==> config.mk <==
export PLATFORM = sky130hd
export DESIGN_NAME = fetch_unit
export DESIGN_NICKNAME = d
export VERILOG_FILES = /design/src/rtl/fetch_pkg.sv /design/src/rtl/fetch_queue.sv /design/src/rtl/fetch_unit.sv
export SDC_FILE = /design/constraint.sdc
export NUM_CORES = 1
export LEC_CHECK = 0
export ABC_AREA = 1
export CORE_MARGIN = 8
export CORE_UTILIZATION = 48
export DETAILED_ROUTE_END_ITERATION = 8
export HOLD_SLACK_MARGIN = 0.1
export PLACE_DENSITY_LB_ADDON = 0.3
export SLEW_MARGIN = 20
export SYNTH_ARGS = -nofsm -noshare
export SYNTH_HDL_FRONTEND = slang
export SYNTH_SLANG_ARGS = --single-unit
==> constraint.sdc <==
create_clock -name clk -period 3.6 [get_ports clk]
set_input_delay 0.36 -clock clk [delete_from_list [all_inputs] [get_ports clk]]
set_output_delay 0.36 -clock clk [all_outputs]
set_load 0.01 [all_outputs]
==> src/rtl/fetch_pkg.sv <==
`default_nettype none
// +--------------------------------------------------------------------------+
// | Module   : fetch_pkg                                                     |
// | Purpose  : Shared types and default constants for the fetch stage.       |
// |            - fetch_state_t : sequencer states (request / wait / drain)   |
// |            - fq_entry_t    : layout of one queue word at default widths  |
// |            - DEF_*         : default parameter values                    |
// | Revision : 1.0  initial parameterised release                            |
// +--------------------------------------------------------------------------+
package fetch_pkg;

   localparam int DEF_PC_WIDTH    = 16;
   localparam int DEF_INSTR_WIDTH = 32;
   localparam int DEF_RESET_PC    = 0;
   localparam int DEF_PC_STEP     = 4;
   localparam int DEF_FQ_DEPTH    = 2;

   typedef enum logic [1:0] {
      S_REQ   = 2'd0,   // may issue a request
      S_WAIT  = 2'd1,   // one request outstanding, response will be queued
      S_DRAIN = 2'd2    // one stale request outstanding, response is discarded
   } fetch_state_t;

   // Queue words are stored as {pc, instr}; this struct names the fields
   // for the default-width configuration.
   typedef struct packed {
      logic [DEF_PC_WIDTH-1:0]    pc;
      logic [DEF_INSTR_WIDTH-1:0] instr;
   } fq_entry_t;

endpackage
`default_nettype wire

==> src/rtl/fetch_queue.sv <==
`default_nettype none
// +--------------------------------------------------------------------------+
// | Module   : fetch_queue                                                   |
// | Purpose  : Synchronous FIFO holding fetched {pc, instr} words.           |
// |            Flush has priority over push and pop.                         |
// | Ports    : clk, rst        clock / synchronous active-high reset         |
// |            flush           empty the queue at the next edge              |
// |            push, push_data write a word (ignored when full, no pop)      |
// |            pop             remove the head word (ignored when empty)     |
// |            head_data       current head word                             |
// |            count, empty    occupancy                                     |
// | Revision : 1.0  initial parameterised release                            |
// +--------------------------------------------------------------------------+
module fetch_queue #(
   parameter  int DEPTH = 2,
   parameter  int WIDTH = 48,
   localparam int AW    = $clog2(DEPTH),
   localparam int CW    = AW + 1
) (
   input  logic             clk,
   input  logic             rst,
   input  logic             flush,
   input  logic             push,
   input  logic [WIDTH-1:0] push_data,
   input  logic             pop,
   output logic [WIDTH-1:0] head_data,
   output logic [CW-1:0]    count,
   output logic             empty
);

   logic [WIDTH-1:0] mem [DEPTH];
   logic [AW-1:0]    wr_ptr;
   logic [AW-1:0]    rd_ptr;
   logic             full;
   logic             do_push;
   logic             do_pop;

   assign empty     = (count == '0);
   assign full      = (count == CW'(DEPTH));
   assign do_pop    = pop && !empty;
   // A pop in the same cycle frees the slot the push needs.
   assign do_push   = push && (!full || do_pop);
   assign head_data = mem[rd_ptr];

   // Pointers wrap naturally because DEPTH is a power of two.
   always_ff @(posedge clk) begin
      if (rst || flush) begin
         wr_ptr <= '0;
         rd_ptr <= '0;
         count  <= '0;
      end else begin
         if (do_push) wr_ptr <= wr_ptr + 1'b1;
         if (do_pop)  rd_ptr <= rd_ptr + 1'b1;
         case ({do_push, do_pop})
            2'b10:   count <= count + 1'b1;
            2'b01:   count <= count - 1'b1;
            default: count <= count;
         endcase
      end
   end

   // Storage needs no reset; only the pointers define validity.
   always_ff @(posedge clk) begin
      if (do_push) mem[wr_ptr] <= push_data;
   end

endmodule
`default_nettype wire

==> src/rtl/fetch_unit.sv <==
`default_nettype none
// +--------------------------------------------------------------------------+
// | Module   : fetch_unit                                                    |
// | Purpose  : Instruction-fetch stage. Holds the pc, fetches through a      |
// |            req/gnt/rsp handshake with at most one request outstanding,   |
// |            queues {pc, instr} for decode, and handles redirects by       |
// |            flushing the queue and discarding any in-flight response.     |
// | Ports    : clk, rst                     clock / sync active-high reset   |
// |            next_pc_select, pc_target    redirect request and address     |
// |            pc                           next address to be requested     |
// |            imem_req/addr/gnt            request channel                  |
// |            imem_rsp_valid/data          response channel                 |
// |            out_valid/pc/instr/ready     decode interface                 |
// | Revision : 1.0  initial parameterised release                            |
// +--------------------------------------------------------------------------+
module fetch_unit
   import fetch_pkg::*;
#(
   parameter int                  PC_WIDTH    = DEF_PC_WIDTH,
   parameter int                  INSTR_WIDTH = DEF_INSTR_WIDTH,
   parameter logic [PC_WIDTH-1:0] RESET_PC    = PC_WIDTH'(DEF_RESET_PC),
   parameter int                  PC_STEP     = DEF_PC_STEP,
   parameter int                  FQ_DEPTH    = DEF_FQ_DEPTH
) (
   input  logic                   clk,
   input  logic                   rst,
   input  logic                   next_pc_select,
   input  logic [PC_WIDTH-1:0]    pc_target,
   output logic [PC_WIDTH-1:0]    pc,
   output logic                   imem_req,
   output logic [PC_WIDTH-1:0]    imem_addr,
   input  logic                   imem_gnt,
   input  logic                   imem_rsp_valid,
   input  logic [INSTR_WIDTH-1:0] imem_rsp_data,
   output logic                   out_valid,
   output logic [PC_WIDTH-1:0]    out_pc,
   output logic [INSTR_WIDTH-1:0] out_instr,
   input  logic                   out_ready
);

   localparam int CW = $clog2(FQ_DEPTH) + 1;
   localparam int EW = PC_WIDTH + INSTR_WIDTH;

   fetch_state_t  state;
   logic [CW-1:0] q_count;
   logic          q_empty;
   logic [EW-1:0] q_head;
   logic          q_push;
   logic          q_pop;

   assign imem_addr = pc;

   // Only one request can be outstanding, so a free slot now is a free
   // slot when the response lands. Redirect suppresses the request so the
   // old pc is never granted in the cycle it is being replaced.
   assign imem_req  = !rst && !next_pc_select && (state == S_REQ)
                      && (q_count < CW'(FQ_DEPTH));

   assign out_valid = !rst && !q_empty;
   assign out_pc    = q_head[EW-1 -: PC_WIDTH];
   assign out_instr = q_head[INSTR_WIDTH-1:0];

   assign q_push = !rst && !next_pc_select && (state == S_WAIT) && imem_rsp_valid;
   assign q_pop  = out_valid && out_ready;

   fetch_queue #(
      .DEPTH (FQ_DEPTH),
      .WIDTH (EW)
   ) u_queue (
      .clk       (clk),
      .rst       (rst),
      .flush     (next_pc_select),
      .push      (q_push),
      .push_data ({pc, imem_rsp_data}),
      .pop       (q_pop),
      .head_data (q_head),
      .count     (q_count),
      .empty     (q_empty)
   );

   always_ff @(posedge clk) begin
      if (rst) begin
         pc    <= RESET_PC;
         state <= S_REQ;
      end else if (next_pc_select) begin
         pc <= pc_target;
         // A request still in flight must be drained; if its response
         // arrives this very cycle it is dropped here instead.
         case (state)
            S_REQ:   state <= S_REQ;
            S_WAIT:  state <= imem_rsp_valid ? S_REQ : S_DRAIN;
            S_DRAIN: state <= imem_rsp_valid ? S_REQ : S_DRAIN;
            default: state <= S_REQ;
         endcase
      end else begin
         case (state)
            S_REQ: begin
               if (imem_req && imem_gnt) state <= S_WAIT;
            end
            S_WAIT: begin
               if (imem_rsp_valid) begin
                  pc    <= pc + PC_WIDTH'(PC_STEP);
                  state <= S_REQ;
               end
            end
            S_DRAIN: begin
               if (imem_rsp_valid) state <= S_REQ;
            end
            default: state <= S_REQ;
         endcase
      end
   end

endmodule
`default_nettype wire

==> results of run 1 <==
## cell type report
| cell class | instances | area [um^2] |
|---|---|---|
| clock inverters | 15 | 153 |
| multi-input cells | 200 | 1310 |
| clock buffers | 17 | 414 |
| flip-flops and latches | 119 | 3340 |
| repair buffers | 139 | 1390 |
| inverters | 27 | 106 |
| well taps | 136 | 170 |
| fillers | 710 | 3250 |
## worst min-delay path by stage
stage                                    to             startpoint
3_3_place_gp          state[1]$_SDFFE_PP0P_  state[1]$_SDFFE_PP0P_
6_report        u_queue.mem[1][5]$_DFFE_PP_       imem_rsp_data[5]
2_1_floorplan     imem_addr[4]$_SDFFE_PP0P_                    rst
4_1_cts         u_queue.mem[1][5]$_DFFE_PP_       imem_rsp_data[5]
5_1_grt        u_queue.mem[0][23]$_DFFE_PP_      imem_rsp_data[23]
3_5_place_dp          state[1]$_SDFFE_PP0P_  state[1]$_SDFFE_PP0P_
## logic make-up (layout without fill, tap and decap cells)
group	Yosys count	in the layout
flops	119	119
simple gates	106	106
buf+inv	51	198
mux	48	48
compound gates	40	40
fa+ha+maj	3	3
xor+xnor	3	3
## sequential cells by signal, indices dropped and copies added, names as in the netlist, named ones only
signal / flops
imem_addr: 16
state: 2
u_queue.count: 2
u_queue.mem: 96
u_queue.rd_ptr: 1
u_queue.wr_ptr: 1
## through the flow
stage / util / cell area, um^2 / setup slack, ps / hold slack, ps / std cells
global route: 0.679 / 6890 / 653 / 412 / 653
floorplan: - / 4900 / 277 / 429 / 370
CTS: 0.679 / 6890 / 741 / 411 / 653
detailed placement: 0.623 / 6320 / 782 / 460 / 621
finish: 0.679 / 6890 / 788 / 439 / 653
global placement: 0.623 / 6320 / 872 / 455 / 621
## report_power, final
part / internal, W / total (W) / switching (W)
clock: 0.000986 / 0.00159 / 0.000604
sequential: 0.00150 / 0.00153 / 0.0000269
combinational: 0.000112 / 0.000189 / 0.0000764
## cells in the final DEF (no fill, tap or decap), types with 3 or more instances in the layout
cell type	instances
clkdlybuf4s50_1	135
edfxtp_1	96
nand2_1	50
mux2_2	48
inv_1	25
nand3_1	22
dfxtp_1	22
nor2_1	18
clkbuf_16	16
a21oi_1	14
o21ai_0	14
a31oi_1	7
inv_6	5
o21ai_1	4
nor2_2	3
nor2_4	3
ha_1	3
clkinvlp_4	3
buf_4	3
## worst register-to-register path, cell delays in order (launching register included)
cell	delay, ps
dfxtp_1	310
inv_1	70
ha_1	180
nand2_1	110
nor2_2	160
nand2_1	180
nor2_4	110
buf_4	520
## routing by layer
layer | vias to the layer above | track usage | share of wire
li1 | 1574 | - | -
met1 | 1540 | 0.195 | 0.42
met2 | 127 | 0.282 | 0.49
met3 | 8 | 0.0662 | 0.086
met4 | 0 | 0.0529 | 0.0070
met5 | - | 0 | 0
==> impl_metrics.tcl, run 1 <==
set metrics [dict create \
    outcome "finished, final reports clean" \
    layout_min_cycle_time_ps 2810 \
    worstSetupPathDepth 3 \
    yosysTopAreaCell "edfxtp_1" \
    path_class "flip-flop to primary output" \
    area_growth_syn_to_layout_pct 40.4 \
    cts.sinks 119 \
    synth_cell_types 29 \
    critPathLaunchType "flip-flop" \
    synth_compound_area_frac 0.0431 \
    boundaryPins 136 \
    cp_slowest_cell "dfxtp_2" \
    ys.flop_type "edfxtp_1" \
    period_share 0.781 \
    drc 0 \
    cp_top_family "buffers and inverters" \
    antenna_found_initial 0 \
    viasPerCell 4.98 \
    regToRegSetupSlack_ps 1530 \
    synth_top_area_share 0.588 \
    synth_common_cells "96 x edfxtp_1, 50 x nand2_1, 48 x mux2_2" \
    synth.most_common_cell "edfxtp_1" \
    h-tree-depth 4 \
    clock_latency_ps 500 \
    routed_wl_um 11200 \
    clk_pin_slew_ps 60 \
    die_w_um 117 \
    grt_setup_unrepaired "no" \
    end_kind "primary output" \
    synth_enable_flop_cells 96 \
    worst_pin_slew_ps 652 \
    cp_max_fo 35 \
    required_ps 3240 \
    ff2ff_path_depth 7 \
    initial_core_util 0.484 \
    max_cap_viol_count 0 \
    cts_max_path_buffers 2 \
    ir_drop_uv 281 \
    ys_top_cells_by_area "edfxtp_1 59%, mux2_2 11%, dfxtp_1 9.4%, nand2_1 3.8%, buf_4 2.4%" \
    wl_per_cell_um 17.1 \
    r2r_start "state[1]$_SDFFE_PP0P_" \
    syn_inst 370 \
    fp-row-count 37 \
    finalSetupViolations 0 \
    cts_buffers 17 \
    synth-xor-area-share 0.00536 \
    die_h_um 117 \
    path_cells "buf_4, mux2_2, clkdlybuf4s50_1" \
    drive_gt1_frac 0.188 \
    total_power_w 0.00331 \
    synth_mux_area_frac 0.110 \
    drtPass1Iterations 4 \
    grt_max_degree 49 \
    path_buf_inv 2 \
    postCtsSetupRepairBufs 0 \
    nNetsFinal 561 \
    portBuffers 135 \
    grt_usage 0.168 \
    synth.avg_cell_area_um2 13.3 \
    worst_path_largest_cell_delay_ps 530 \
    relSlewSlack 0.565 \
    syn_area_um2 4900 \
    crit_arrival_ps 2450 \
    slew_violations 0 \
    fmax_ghz 0.356 \
    r2r-end "u_queue.mem[0][42]$_DFFE_PP_" \
    holdPathStages 1 \
    synth_nets 427 \
    hold_path.class "input port to flip-flop" \
    gp_congestion 0.837 \
    holdBufCountCts 0 \
    p_leak_nw 2.38 \
    synth-simple-area-share 0.0967 \
    cts-root-buf "clkbuf_8" \
    cts_tree "built" \
    synth-seq-cells 119 \
    async_flop_share 0 \
    synthAdderAreaFrac 0.00766 \
    post_cts_resize_count 0 \
    detailed_place_hpwl_um 7620 \
    setup_tns_ps 0 \
    timing.final.hold_violations 0 \
    grt_pass1_wl_um 17200 \
    powerDensity_nw_per_um2 480 \
    die_area_um2 13700 \
    grt_pass1_vias 3416 \
    coreArea_um2 10100 \
    ys_seq_area_frac 0.682 \
    yosysWarnings 0 \
    synth_top_family_by_area "multiplexers" \
    drt.antenna.violating_nets 0 \
    overflow 0 \
    crit_end "out_pc[9]" \
    vias 3249 \
    skew_ps 7.81 \
    diodes 0 \
    dr.first_iter.drc_count 246 \
]
No activity file was read; power rests on OpenSTA's default activity.
==> inputs of run 2 (changes only) <==
Clock period 3.6 ns to 2.85 ns, I/O delays scaled along.
==> run 2 against run 1 <==
Net effect: final cell count up 0.15%; count of clock-buffer cells in the layout unchanged; total power up 26%; utilization up 0.35 points; die area unchanged; first-iteration DRC count down 3.7%; via count down 0.46%; largest power group unchanged; clock power up 25%; highest routed layer unchanged; non-clock buffer count up 1; flip-flop and latch count unchanged; wire length down 2.8%.
==> impl_metrics.tcl, run 2 (synthesized netlist as in run 1, its figures left out) <==
set metrics [dict create \
    outcome "finished, final reports clean" \
    layout_min_cycle_time_ps 2520 \
    r2r_start "state[0]$_SDFFE_PP0P_" \
    required_ps 2570 \
    cts_buffers 17 \
    finalNonFillerCells 654 \
    ir_drop_uv 377 \
    hold_path.class "input port to flip-flop" \
    h-tree-depth 4 \
    drc 0 \
    antenna_found_initial 0 \
    holdBufCountCts 0 \
    postCtsSetupRepairBufs 0 \
    overflow 0 \
    clk_pin_slew_ps 60 \
    initial_core_util 0.484 \
    cp_max_fo 33 \
    cts_max_path_buffers 2 \
    min_to "u_queue.mem[0][3]$_DFFE_PP_" \
    r2r-end "u_queue.mem[1][8]$_DFFE_PP_" \
    grt_max_degree 49 \
    skew_ps 7.22 \
    drtPass1Iterations 6 \
    fp-row-count 37 \
    regToRegSetupSlack_ps 1040 \
    diodes 0 \
    powerDensity_nw_per_um2 601 \
    coreArea_um2 10100 \
    grt_setup_unrepaired "no" \
    timing.final.hold_violations 0 \
    die_area_um2 13700 \
    cts_tree "built" \
    total_power_w 0.00416 \
    drt.antenna.violating_nets 0 \
    num-fill-cells 705 \
    finalSetupViolations 0 \
    post_cts_resize_count 0 \
    end_kind "primary output" \
    wl_per_cell_um 16.6 \
    layout_setup_ws_ps 331 \
    grt_pass1_wl_um 16600 \
    cts-root-buf "clkbuf_8" \
    largest_reg_flops 96 \
    ff2ff_path_depth 6 \
    holdCritStartpoint "imem_rsp_data[3]" \
    worst_pin_slew_ps 419 \
    vias 3234 \
    viasPerCell 4.94 \
    fin_util 0.683 \
    drive_gt1_frac 0.191 \
    grt_pass1_vias 3295 \
    path_class "flip-flop to primary output" \
    portBuffers 135 \
    dr.first_iter.drc_count 237 \
    die_w_um 117 \
    period_share 0.884 \
    whs_ps 369 \
    clock_latency_ps 500 \
    holdPathStages 1 \
    fmax_ghz 0.397 \
    layout_common_cells "135 x clkdlybuf4s50_1, 96 x edfxtp_1, 50 x nand2_1" \
    top_register "u_queue.mem" \
    relSlewSlack 0.721 \
    die_h_um 117 \
    routed_wl_um 10800 \
    detailed_place_hpwl_um 7600 \
    grt_usage 0.163 \
    dp_slack_ps 762 \
    final_common_cell "clkdlybuf4s50_1" \
    boundaryPins 136 \
    area_growth_syn_to_layout_pct 41.2 \
    p_leak_nw 2.39 \
    crit_arrival_ps 2230 \
    critPathLaunchType "flip-flop" \
    gp_congestion 0.859 \
    nNetsFinal 562 \
    cts.sinks 119 \
    slew_violations 0 \
    dp_cells 622 \
    max_cap_viol_count 0 \
]
[run 2: cell count changes in the layout (fill, tap and decap cells not counted), sizes merged]
cell      delta
buf          +1
clkinvlp     +2
inv          -2
[run 2: final cells by class]
type / count / area, um^2 / share of cell area
Clock buffer: 17 / 414 / 0.0598
Tap cell: 136 / 170 / 0.0246
Multi-Input combinational cell: 200 / 1310 / 0.189
Timing Repair Buffer: 140 / 1430 / 0.206
Clock inverter: 15 / 155 / 0.0224
Inverter: 27 / 106 / 0.0154
Sequential cell: 119 / 3340 / 0.483
[run 2: routing by layer]
| layer | part of all wire | vias up | track usage |
|---|---|---|---|
| met3 | 0.090 | 6 | 0.0729 |
| met1 | 0.43 | 1525 | 0.195 |
| li1 | - | 1581 | - |
| met2 | 0.48 | 122 | 0.257 |
| met4 | 0.0051 | 0 | 0.0520 |
| met5 | 0 | - | 0 |
[run 2: critical path: stages (launching register included)]
cell and delay (ps):
dfxtp_2 590, buf_12 270, mux2_2 390, clkdlybuf4s50_1 490
[run 2: worst max path at each step]
stage                              endpoint                  start  cells after the start  slack, ps
6_report                          out_pc[6]              flip-flop                      3        330
5_1_grt                        out_instr[0]              flip-flop                      3        230
4_1_cts                          out_pc[12]              flip-flop                      3        300
3_5_place_dp   u_queue.mem[1][14]$_DFFE_PP_         next_pc_select                      7        760
3_3_place_gp                       imem_req         next_pc_select                      7        760
2_1_floorplan   u_queue.mem[0][0]$_DFFE_PP_  state[1]$_SDFFE_PP0P_                      6       -470
[run 2: report_power, final]
part | switching (W) | leakage (nW) | internal [W] | total, W
clock | 0.000744 | 0.264 | 0.00124 | 0.00199
sequential | 0.0000326 | 1.06 | 0.00190 | 0.00193
combinational | 0.0000984 | 1.06 | 0.000143 | 0.000242
total | 0.000875 | 2.39 | 0.00328 | 0.00416
[run 2: per-stage QoR]
step                TNS [ps]  instance area (um^2)
floorplan             -45370                  4900
global placement           0                  6350
detailed placement         0                  6350
CTS                        0                  6920
global route               0                  6920
finish                     0                  6920
==> inputs of run 3 (changes only) <==
Settings changed: CORE_MARGIN 8 to not set.
==> run 3 against run 2 <==
Net effect: combinational power shrank 2%; sequential power is essentially flat; total power shrank 0.29%; register-to-register slack lost 150 ps; clock skew is essentially flat; first-iteration DRC count shrank 41%; sequential share of layout area grew 0.061 points; critical path type unchanged; highest routed layer unchanged.
==> impl_metrics.tcl, run 3 (synthesized netlist as in run 1, its figures left out) <==
set metrics [dict create \
    powerDensity_nw_per_um2 600 \
    area_growth_syn_to_layout_pct 41.0 \
    required_ps 2570 \
    largest_reg_flops 96 \
    end_kind "primary output" \
    outcome "finished, final reports clean" \
    top_register "u_queue.mem" \
    cts.sinks 119 \
    drc 0 \
    routed_wl_um 10500 \
    grt_setup_unrepaired "no" \
    postCtsSetupRepairBufs 0 \
    layout_common_cells "135 x clkdlybuf4s50_1, 96 x edfxtp_1, 50 x nand2_1" \
    dr.first_iter.drc_count 141 \
    skew_ps 7.08 \
    finalSetupViolations 0 \
    initial_core_util 0.499 \
    total_power_w 0.00415 \
    met2_length_um 5470 \
    gp_congestion 0.857 \
    critPathLaunchType "flip-flop" \
    wl_per_cell_um 16.0 \
    grt_max_degree 49 \
    relSlewSlack 0.675 \
    antenna_found_initial 0 \
    final_common_cell "clkdlybuf4s50_1" \
    fmax_ghz 0.439 \
    timing.final.hold_violations 0 \
    die_w_um 103 \
    die_h_um 103 \
    vias 3314 \
    h-tree-depth 4 \
    cts_tree "built" \
    slew_violations 0 \
    crit_arrival_ps 1990 \
    diodes 0 \
    path_class "flip-flop to primary output" \
    wl_met1_um 4130 \
    cts-root-buf "clkbuf_8" \
    layout_setup_ws_ps 570 \
    grt_pass1_vias 3241 \
    post_cts_resize_count 0 \
    max_cap_viol_count 0 \
    clk_pin_slew_ps 60 \
    cts_buffers 17 \
    hold_path.class "input port to flip-flop" \
    cp_max_fo 48 \
    grt_usage 0.204 \
    boundaryPins 136 \
    overflow 0 \
    clock_latency_ps 500 \
    fp-row-count 36 \
    period_share 0.800 \
    p_leak_nw 2.42 \
    layout_min_cycle_time_ps 2280 \
    holdBufCountCts 0 \
    worst_pin_slew_ps 488 \
    die_area_um2 10600 \
    dr_wl_met3_um 742 \
    drtPass1Iterations 4 \
    holdCritStartpoint "imem_rsp_data[30]" \
    ir_drop_uv 368 \
    detailed_place_hpwl_um 7020 \
    nNetsFinal 564 \
    coreArea_um2 9820 \
    drive_gt1_frac 0.190 \
    portBuffers 135 \
    top_layer_used "met4" \
    r2r_start "state[0]$_SDFFE_PP0P_" \
    grt_pass1_wl_um 15600 \
    whs_ps 365 \
    dp_slack_ps 593 \
    viasPerCell 5.08 \
    drt.antenna.violating_nets 0 \
    cts_max_path_buffers 2 \
]
[run 3: changes by cell type in the layout (fill, tap and decap cells not counted), sizes merged]
| cell | previous run | this run |
|---|---|---|
| clkbuf | 17 | 25 |
| inv | 29 | 27 |
| clkinv | 6 | 7 |
| buf | 5 | 7 |
| bufinv | 2 | 0 |
| clkinvlp | 5 | 0 |
[run 3: worst paths after layout]
path	to	slack (ps)	depth (start not counted)
setup reg to reg	u_queue.mem[0][45]$_DFFE_PP_	890	6
hold / removal	u_queue.mem[1][30]$_DFFE_PP_	370	1
setup / recovery	out_instr[8]	570	3
hold reg to reg	state[1]$_SDFFE_PP0P_	470	2
[run 3: stage by stage]
stage               utilization  TNS, ps  std cells  cell area (um^2)
finish                    0.704        0        653              6910
floorplan                     -   -45370        370              4900
CTS                       0.704        0        653              6910
global route              0.704        0        653              6910
global placement          0.646        0        621              6340
detailed placement        0.646        0        621              6340
[run 3: layer usage]
metal	up-vias	GRT usage
met5	-	0
met4	0	0.0791
met1	1583	0.232
met3	11	0.0786
met2	141	0.346
li1	1579	-
[run 3: layout make-up]
class	count	area, um^2
clock inverters	7	35.0
fillers	711	2910
clock buffers	25	539
flip-flops and latches	119	3340
well taps	133	166
multi-input cells	200	1310
repair buffers	142	1420
inverters	27	106
[run 3: critical path: stages, from the launching register on]
cell and delay [ps]:
dfxtp_2 340, buf_12 260, mux2_2 370, clkdlybuf4s50_1 500
[run 3: where the power goes]
part | switching, W | total [W] | internal [W]
logic | 0.0000951 | 0.000238 | 0.000143
registers | 0.0000342 | 0.00193 | 0.00190
clock network | 0.000688 | 0.00198 | 0.00129
total | 0.000817 | 0.00415 | 0.00333
